## src/rtl/uart_tx_if.sv

```systemverilog
// uart_tx_if: parallel request side and serial line of the UART transmitter
//   P_DATA, data_valid, PAR_EN, PAR_TYP : producer -> transmitter
//   TX_out, busy                        : transmitter -> line / producer
interface uart_tx_if #(parameter int DATA_WIDTH = 8);
  logic [DATA_WIDTH-1:0] P_DATA;
  logic data_valid;
  logic PAR_EN;
  logic PAR_TYP;
  logic TX_out;
  logic busy;
  modport master (output P_DATA, data_valid, PAR_EN, PAR_TYP, input TX_out, busy);
  modport slave (input P_DATA, data_valid, PAR_EN, PAR_TYP, output TX_out, busy);
endinterface

```

## src/rtl/uart_tx.sv

```systemverilog
// uart_tx: one-bit-per-clock UART transmitter (start, LSB-first data, optional parity, stop)
//   clk, rst : clock, asynchronous active-high reset
//   bus      : P_DATA/data_valid/PAR_EN/PAR_TYP in, registered TX_out/busy out
module uart_tx #(parameter int DATA_WIDTH = 8) (
  input logic clk,
  input logic rst,
  uart_tx_if.slave bus
);
  localparam int CW = $clog2(DATA_WIDTH + 1);
  typedef enum logic [2:0] {IDLE, START, DATA, PARITY, STOP} state_e;
  state_e state_q, state_d;
  logic [DATA_WIDTH-1:0] shift_q, shift_d;
  logic [CW-1:0] cnt_q, cnt_d;
  logic par_en_q, par_en_d, par_q, par_d, tx_q, tx_d, busy_q, busy_d;
  always_ff @(posedge clk or posedge rst) begin
    if (rst) begin
      state_q  <= IDLE;
      shift_q  <= '0;
      cnt_q    <= '0;
      par_en_q <= 1'b0;
      par_q    <= 1'b0;
      tx_q     <= 1'b1;
      busy_q   <= 1'b0;
    end else begin
      state_q  <= state_d;
      shift_q  <= shift_d;
      cnt_q    <= cnt_d;
      par_en_q <= par_en_d;
      par_q    <= par_d;
      tx_q     <= tx_d;
      busy_q   <= busy_d;
    end
  end
  // tx_d is the bit the line carries in the state being entered, so outputs stay registered
  always_comb begin
    state_d  = state_q;
    shift_d  = shift_q;
    cnt_d    = cnt_q;
    par_en_d = par_en_q;
    par_d    = par_q;
    tx_d     = 1'b1;
    case (state_q)
      IDLE: if (bus.data_valid) begin
        state_d  = START;
        shift_d  = bus.P_DATA;
        par_en_d = bus.PAR_EN;
        par_d    = ^bus.P_DATA ^ bus.PAR_TYP;
        tx_d     = 1'b0;
      end
      START: begin
        state_d = DATA;
        cnt_d   = '0;
        tx_d    = shift_q[0];
        shift_d = shift_q >> 1;
      end
      DATA: if (cnt_q == CW'(DATA_WIDTH - 1)) begin
        state_d = par_en_q ? PARITY : STOP;
        tx_d    = par_en_q ? par_q : 1'b1;
      end else begin
        cnt_d   = cnt_q + 1'b1;
        tx_d    = shift_q[0];
        shift_d = shift_q >> 1;
      end
      PARITY: state_d = STOP;
      default: state_d = IDLE;
    endcase
    busy_d = state_d != IDLE;
  end
  assign bus.TX_out = tx_q;
  assign bus.busy   = busy_q;
endmodule

```

## src/flat_wrapper.sv

```systemverilog
// flat-port wrapper written by rule: the top's interface ports become plain ports
module uart_tx_flat 
#(parameter int DATA_WIDTH = 8)
  (clk, rst, bus_P_DATA, bus_data_valid, bus_PAR_EN, bus_PAR_TYP, bus_TX_out, bus_busy);
  uart_tx_if #(.DATA_WIDTH(DATA_WIDTH)) bus_i ();
  input logic clk;
  input logic rst;
  input wire logic [$bits(bus_i.P_DATA)-1:0] bus_P_DATA;
  input wire logic [$bits(bus_i.data_valid)-1:0] bus_data_valid;
  input wire logic [$bits(bus_i.PAR_EN)-1:0] bus_PAR_EN;
  input wire logic [$bits(bus_i.PAR_TYP)-1:0] bus_PAR_TYP;
  output wire logic [$bits(bus_i.TX_out)-1:0] bus_TX_out;
  output wire logic [$bits(bus_i.busy)-1:0] bus_busy;
  assign bus_i.P_DATA = bus_P_DATA;
  assign bus_i.data_valid = bus_data_valid;
  assign bus_i.PAR_EN = bus_PAR_EN;
  assign bus_i.PAR_TYP = bus_PAR_TYP;
  assign bus_TX_out = bus_i.TX_out;
  assign bus_busy = bus_i.busy;
  uart_tx #(.DATA_WIDTH(DATA_WIDTH)) u_core (.clk(clk), .rst(rst), .bus(bus_i));
endmodule
```

## config.mk

```make
export PLATFORM = sky130hd
export DESIGN_NAME = uart_tx_flat
export DESIGN_NICKNAME = d
export VERILOG_FILES = /design/src/rtl/uart_tx_if.sv /design/src/rtl/uart_tx.sv /design/src/flat_wrapper.sv
export SDC_FILE = /design/constraint.sdc
export NUM_CORES = 1
export LEC_CHECK = 0
export BUFFER_PORTS_ARGS = -buffer_cell sky130_fd_sc_hd__buf_2
export CORE_UTILIZATION = 59
export DETAILED_ROUTE_END_ITERATION = 10
export GPL_ROUTABILITY_DRIVEN = 0
export PLACE_DENSITY = 0.94
export SLEW_MARGIN = 25
export SYNTH_ARGS = -nofsm -noshare
export SYNTH_HDL_FRONTEND = slang
export SYNTH_SLANG_ARGS = --single-unit
export TNS_END_PERCENT = 100
```

## constraint.sdc

```tcl
create_clock -name clk -period 2.7 [get_ports clk]
set_input_delay 0.135 -clock clk [delete_from_list [all_inputs] [get_ports clk]]
set_output_delay 0.135 -clock clk [all_outputs]
set_load 0.01 [all_outputs]
```

## Word-level counts from Yosys, hierarchy flattened

Cells that the tools add are included.

| storage, ports and cells | value |
|---|---|
| logic and storage cells | 36 |
| bits in registers | 19 |
| input bits | 13 |

| operators by class | value |
|---|---|
| eq/ne operators | 6 |
| add/subtract/negate cells | 1 |
| reduce and logical (&&, ||, !) cells | 8 |
| mux-type cells | 13 |
| bitwise operators | 1 |

Operator list:

| operator | count |
|---|---|
| one-hot mux 8 bit (3 select lines) | 1 |
| 2-to-1 mux 8 bit | 2 |
| one-hot mux 3 bit (4 select lines) | 1 |
| 2-to-1 mux 3 bit | 3 |
| one-hot mux 4 bit (2 select lines) | 1 |
| parity 8 bit | 1 |
| == test 3 x 2 -> 1 bit, second input constant | 2 |
| nonzero test 3 bit | 2 |
| adder 4 x 1 -> 4 bit, second input constant | 1 |
| == test 4 x 3 -> 1 bit, second input constant | 1 |
| 2-to-1 mux 4 bit | 1 |
| != test 2 bit, second input constant | 2 |
| AND reduction 2 bit | 2 |
| == test 3 x 1 -> 1 bit, second input constant | 1 |
| zero test 3 bit | 1 |
| 2-to-1 mux 1 bit | 3 |
| one-hot mux 1 bit (3 select lines) | 1 |
| AND reduction 3 bit | 1 |
| nonzero test 2 bit | 1 |
| XOR 1 bit | 1 |

## Depth between registers and ports, before layout

Gate-level depths: netlist of run 1.

| logic depth | value |
|---|---|
| depth in word-level cells | 4 |
| gate-level depth with buffers | 6 |
| depth with buffers taken out | 5 |

## Worst setup path before layout of run 1

Ideal clock, no wire load.

| timing path | value |
|---|---|
| kind | flip-flop to flip-flop |
| start | register u_core.state_q[1] |
| end | register u_core.shift_q[1] |
| slack | 1.310 ns |
| library setup time | 0.126 ns |
| required time | 2.574 ns |
| path buffers | 2 |
| cell stages (with the launch flop) | 6 |
| period minus slack after synthesis | 1.390 ns |
| data arrival time | 1.264 ns |
| path through | dfrtp_1 > buf_6 > or3_4 > o211ai_2 > buf_6 > o21ai_0 |

| on the way | value |
|---|---|
| longest elaborated chain between the ends | 3 |
| elaborated cells on any way between the ends | 8 |
| classes of those cells | eq/ne (4); mux (1); reduce/logical (3) |

RTL lines:

| item | RTL line | source |
|---|---|---|
| start, declared | uart_tx.sv:11 | `state_e state_q, state_d;` |
| start signal, assigned | uart_tx.sv:25 | `state_q <= state_d;` |
| == test 3 x 2 -> 1 bit, or another cell as far along | uart_tx.sv:42 | `case (state_q)` |
| != test 2 bit (no line) or nonzero test 3 bit (tied branches) | -- |  |
| AND reduction 3 bit (no line) | -- |  |
| end signal, assigned | uart_tx.sv:26 | `shift_q <= shift_d;` |
| end, declared | uart_tx.sv:12 | `logic [DATA_WIDTH-1:0] shift_q, shift_d;` |

Parallel ways exist; a longest one is shown, timed or not.
A chain may end at the register's enable or synchronous reset.

## Final worst setup path of run 1

| timing path | value |
|---|---|
| start | register u_core.state_q[0] |
| end | register u_core.shift_q[1] |

The elaborated chain is that of the path after synthesis.

==> results of run 1 <==
[cell type report]
class	instances	area [µm²]	share of cell area
Clock inverter	1	5.00	0.00431
Tap cell	24	30.0	0.0258
Clock buffer	3	22.5	0.0194
Inverter	2	7.51	0.00646
Sequential cell	19	477	0.410
Timing Repair Buffer	15	80.1	0.0689
Multi-Input combinational cell	80	541	0.465
[worst reg2reg max path, delay by kind of cell, from the launching register on]
kind	cells	cell delay [ns]
compound gates	2	0.76
flops	1	0.56
simple gates	1	0.33
[cells in the mapped netlist (2+ instances only)]
master	instances
dfrtp_1	18
inv_1	2
nand2_1	13
clkbuf_1	2
o311ai_0	2
xor2_1	2
mux2i_1	8
o211ai_1	4
buf_6	2
nand3b_1	2
nor2_1	7
nand2b_1	6
o21ai_1	8
xnor2_1	5
o21ai_0	7
a21oi_1	3
[how the worst min path moves through the flow]
stage / startpoint / endpoint / slack [ns] / depth (start not counted)
after floorplan: rst / u_core.bus.busy / 0.09 / 1
after global placement: rst / u_core.par_q / 0.26 / 2
after detailed placement: rst / u_core.par_en_q / 0.27 / 2
after CTS: bus_PAR_EN / u_core.par_en_q / 0.04 / 2
after global routing: bus_PAR_EN / u_core.par_en_q / 0.03 / 2
final: bus_PAR_EN / u_core.par_en_q / 0.05 / 2
[cell usage in the layout, fill, tap and decap left out]
master / n
nand4bb_1: 1
o21ai_0: 7
nor2_1: 7
or3_4: 1
nor3b_1: 1
dfstp_2: 1
nor2b_1: 1
xnor2_1: 5
o211ai_2: 1
nor2_4: 1
nand2b_1: 6
mux2i_1: 8
mux2_1: 1
buf_2: 14
o22ai_1: 1
xor2_1: 2
dlygate4sd3_1: 1
nand3b_1: 2
clkbuf_4: 3
or4_1: 1
nand2_1: 13
o211ai_1: 4
and3b_1: 1
nand3_1: 1
dfrtp_1: 18
a21oi_1: 3
xnor3_1: 1
o21ai_1: 8
inv_1: 2
clkinv_2: 1
ha_1: 1
o311ai_0: 2
[power breakdown]
part           internal, mW  switching (mW)  total (mW)
sequential            0.423           0.143       0.566
clock                0.0552          0.0904       0.146
combinational         0.258           0.301       0.559
total                 0.737           0.534        1.27
[logic make-up after synthesis]
| logic type | Yosys count | share of synthesized area |
|---|---|---|
| AOI/OAI and AO/OA | 26 | 0.148 |
| buffers and inverters | 7 | 0.0401 |
| adders and majority gates | 1 | 0.0118 |
| and+or+nand+nor | 36 | 0.185 |
| muxes | 9 | 0.0862 |
| xor gates and xnor gates | 8 | 0.0791 |
| DFF | 19 | 0.450 |
[registers in the layout, summed over array words and instances, names as in the netlist]
register	count
u_core.bus.TX_out	1
u_core.bus.busy	1
u_core.cnt_q	4
u_core.par_en_q	1
u_core.par_q	1
u_core.shift_q	8
u_core.state_q	3
[metal layers]
layer / vias up / share of wire
met3: 6 / 0.045
met1: 402 / 0.43
met4: 0 / 0.016
met5: - / 0
met2: 26 / 0.51
li1: 403 / -
==> out/metrics.csv, run 1 <==
metric,value,unit
run_status,"finished, final reports clean",
power,1.27,mW
cp.required,2.87,ns
hpwl,1530,µm
hold_path_class,input port to flip-flop,
totalWireLength,2070,µm
htree_levels,1,
critical-path-top-delay-family,compound AO/OA/AOI/OAI gates,
syn-cell-area,0.00106,mm²
ys_async_sr_fraction,1.00,
first_pass_iters,4,
arrival,1.94,ns
stdcell_count,144,
num_rows,14,
post-route-period-util,0.655,
wl_per_cell,14.4,µm
cts.sinks,19,
antenna_found_initial,0,
cts_inserted_buffers,3,
grt_overflow,0,
path_cells,nand4bb_1 > o211ai_2 > o21ai_0,
die_h,44.4,µm
rsz0062_at_grt,false,
p_per_area,1090,mW/mm²
vdd_drop_max,0.000613,V
finalClockSkew,0.00544,ns
clock.fmax,0.565,GHz
rr_endpoint,u_core.shift_q[1],
slew_viol_final,0,
setup_tns,0,ns
final_core_utilization,0.729,
maxCapViolations,0,
worst_skew_pair.late_latency,0.30,ns
ys_seq_elements,19,
portBuffers,14,
syn_to_final_growth,9.68,%
synth-edff-count,0,
worst_pin_slew,0.681,ns
post_cts_buffers,0,
grt_max_degree,20,
synth_nets,120,
grt.busiest_layer,met2,
finalNetCount,135,
fin_area,0.00116,mm²
diodes,0,
io_pins,15,
synth.distinct_cells,31,
relSlewSlack,0.546,
ff2ff_setup_slack,0.93,ns
final.setup.worst_slack,0.930,ns
leakage,0.515,nW
path_depth,3,
cts_resized,0,
synth_ff_type,dfrtp_1,
syn_inst,106,
worstReg2RegStart,u_core.state_q[0],
place_inst,139,
pre_cts_slack,0.960,ns
syn_avg_cell_area,10.0,µm²
core,0.00159,mm²
hold_viol,0,
synth_area_leaders,"dfrtp_1 (43%), mux2i_1 (7.6%), nand2_1 (4.6%)",
grt_pass1_wl,3530,µm
synthDominantAreaCellType,dfrtp_1,
drive_above_1_share,0.183,
cts_tree,yes,
crit_fanout,16,
cp_slowest_stage_delay,0.58,ns
setup_viol,0,
met3_usage,0.0408,
rr_worst_depth,3,
yosysWarnings,0,
hold_slack,0.0474,ns
cts_root_buf,clkbuf_4,
grt_pass1_vias,794,
die_area,0.00197,mm²
viasPerCell,5.81,
met1_usage,0.329,
worstSetupEndpoint,u_core.shift_q[1],
yosysSeqAreaShare,0.450,
startpoint,u_core.state_q[0],
drt_iter0_markers,22,
grt_util_met2,0.409,
ant_nets,0,
clk_pin_slew,0.11,ns
nFillCells,109,
synth_top_area_frac,0.425,
chipWidth,44.4,µm
drc,0,
postCtsHoldBufs,1,
placed_cell_area,0.00112,mm²
worst_path_max_delay_cell,o211ai_2,
clockBufferDepth,2,
cp-end-kind,flip-flop,
start_util,0.665,
crit_type,flip-flop to flip-flop,
vias,837,
crit_buf_inv,0,
fin_crit,1.77,ns
critPathLaunchType,flip-flop,
grt_util_all_layers,0.254,
Note: power is estimated with default switching activity, not from simulation.
==> inputs of run 2 (changes only) <==
--- a/config.mk
+++ b/config.mk
@@ -6,10 +6,10 @@
 export NUM_CORES = 1
 export LEC_CHECK = 0
 export BUFFER_PORTS_ARGS = -buffer_cell sky130_fd_sc_hd__buf_2
-export CORE_UTILIZATION = 59
+export CORE_UTILIZATION = 55
 export DETAILED_ROUTE_END_ITERATION = 10
 export GPL_ROUTABILITY_DRIVEN = 0
-export PLACE_DENSITY = 0.94
+export PLACE_DENSITY = 0.89
 export SLEW_MARGIN = 25
 export SYNTH_ARGS = -nofsm -noshare
 export SYNTH_HDL_FRONTEND = slang
==> constraint.sdc (replaced) <==
create_clock -name clk -period 1.75 [get_ports clk]
set_input_delay 0.0875 -clock clk [delete_from_list [all_inputs] [get_ports clk]]
set_output_delay 0.0875 -clock clk [all_outputs]
set_load 0.01 [all_outputs]
==> out/metrics.csv, run 2 (synthesized netlist as in run 1, its figures left out) <==
metric,value,unit,change
first_pass_iters,4,,unchanged
crit_type,flip-flop to flip-flop,,
vias,842,,+0.60%
hpwl,1440,µm,-5.9%
layout_common_cells,"dfrtp_1 (18), buf_2 (14), nand2_1 (13)",,
setup_viol,0,,unchanged
nFillCells,162,,+49%
grt_pass1_wl,3260,µm,-7.8%
htree_levels,1,,unchanged
fin_crit,1.57,ns,-0.205 ns
start_util,0.601,,-0.0641
die_h,45.9,µm,+3.4%
path_cells,ha_1 > nand4bb_1 > o211ai_4 > buf_4 > nand2_1 > o21ai_1,,
hold_path_class,input port to flip-flop,,
finalNetCount,141,,+4.4%
diodes,0,,unchanged
totalWireLength,1990,µm,-4.0%
placed_cell_area,0.00114,mm²,+1.4%
post-route-period-util,0.894,,+0.239
cts_tree,yes,,
syn_to_final_growth,15.0,%,
wl_per_cell,13.2,µm,-8.5%
cts_inserted_buffers,3,,unchanged
p_per_area,1680,mW/mm²,+54%
power,2.05,mW,+61%
slew_viol_final,0,,unchanged
hold_viol,0,,unchanged
grt_pass1_vias,766,,-3.5%
arrival,1.79,ns,-0.15 ns
drc,0,,unchanged
portBuffers,14,,unchanged
rsz0062_at_grt,false,,
chipWidth,45.9,µm,+3.4%
worst_skew_pair.late_latency,0.29,ns,about the same
ant_nets,0,,unchanged
core,0.00176,mm²,+11%
relSlewSlack,0.544,,-0.00157
cts_root_buf,clkbuf_4,,
cts.sinks,19,,unchanged
largest_register_ffs,8,,unchanged
grt_max_degree,20,,unchanged
antenna_found_initial,0,,unchanged
worst_path_max_delay_cell,dfrtp_1,,
largest-register,u_core.shift_q,,
crit_fanout,11,,-5
drt_iter0_markers,8,,-64%
num_rows,15,,+1
clockBufferDepth,2,,unchanged
leakage,0.546,nW,+6.1%
top_regs,"u_core.shift_q (8), u_core.cnt_q (4), u_core.state_q (3)",,
cp.required,1.97,ns,-0.90 ns
die_area,0.00211,mm²,+6.9%
clock.fmax,0.639,GHz,+13%
run_status,"finished, final reports clean",,
rr_worst_depth,6,,+3
worst_pin_slew,0.683,ns,+0.00235 ns
cp_slowest_stage_delay,0.42,ns,-0.16 ns
final_common_cell,dfrtp_1,,
fin_area,0.00122,mm²,+4.8%
critPathLaunchType,flip-flop,,
cp-end-kind,flip-flop,,
grt_overflow,0,,unchanged
grt_util_all_layers,0.218,,-0.0357
timing.hold.worst_path_depth,3,,+1
clk_pin_slew,0.10,ns,about the same
setup_tns,0,ns,unchanged
vdd_drop_max,0.00107,V,+75%
finalClockSkew,0.00490,ns,-0.000535 ns
viasPerCell,5.58,,-4.1%
io_pins,15,,unchanged
drive_above_1_share,0.206,,+0.0230
maxCapViolations,0,,unchanged
-- run 2: changes by cell type in the layout (fill, tap and decap cells not counted) --
| cell | delta |
|---|---|
| buf_4 | +5 |
| clkbuf_1 | +1 |
| clkinv_2 | -1 |
| dlygate4sd3_1 | +1 |
| o211ai_2 | -1 |
| o211ai_4 | +1 |
-- run 2: final timing paths --
path                                    from                end  slack [ns]
setup / recovery             u_core.cnt_q[0]  u_core.shift_q[3]        0.18
hold / removal                 bus_P_DATA[0]  u_core.shift_q[0]        0.09
setup reg to reg             u_core.cnt_q[0]  u_core.shift_q[3]        0.18
hold reg to reg            u_core.shift_q[5]  u_core.shift_q[5]        0.49
max in group asynchronous                rst  u_core.state_q[1]        0.89
min in group asynchronous                rst    u_core.cnt_q[1]        0.43
-- run 2: power by group --
group / internal (mW) / switching, mW
Clock: 0.0887 / 0.129
Sequential: 0.653 / 0.182
Combinational: 0.479 / 0.515
Total: 1.22 / 0.827
-- run 2: metal layers --
metal	global-route usage	up-vias	wire length [µm]
met3	0.0635	2	86
met2	0.338	20	948
met4	0.0647	0	14
met1	0.293	406	937
met5	0	-	0
li1	-	414	-
-- run 2: critical path: cells and delay by family, from the launching register on --
kind	cells	cell delay, ns
AO/OA/AOI/OAI	2	0.33
flip-flops	1	0.42
adder cells (fa/ha/maj)	1	0.25
AND/OR/NAND/NOR	2	0.28
buffers and inverters	1	0.20
-- run 2: timing repair --
action,in CTS,in global routing
hold buffers,2,0
setup buffers,0,3
endpoints found under the hold margin,19,0
resized for setup,0,1
setup endpoints to repair,0,8
-- run 2: cell type report --
class                   count  area, µm²  share of cell area
clock buffers               4       26.3              0.0216
inverters                   2       7.51             0.00616
multi-input cells          80        549               0.451
flip-flops and latches     19        477               0.391
well taps                  25       31.3              0.0257
repair buffers             21        128               0.105
-- run 2: stage by stage --
stage | instances | hold WS, ns | utilization | worst slack, ns
after detailed placement | 142 | 0.240 | 0.647 | 0.0518
after global routing | 151 | 0.0827 | 0.691 | 0.0671
after CTS | 148 | 0.0908 | 0.673 | 0.0317
final | 151 | 0.0916 | 0.691 | 0.185
after floorplan | 106 | 0.0379 | - | 0.360
after global placement | 142 | 0.224 | 0.647 | 0.156
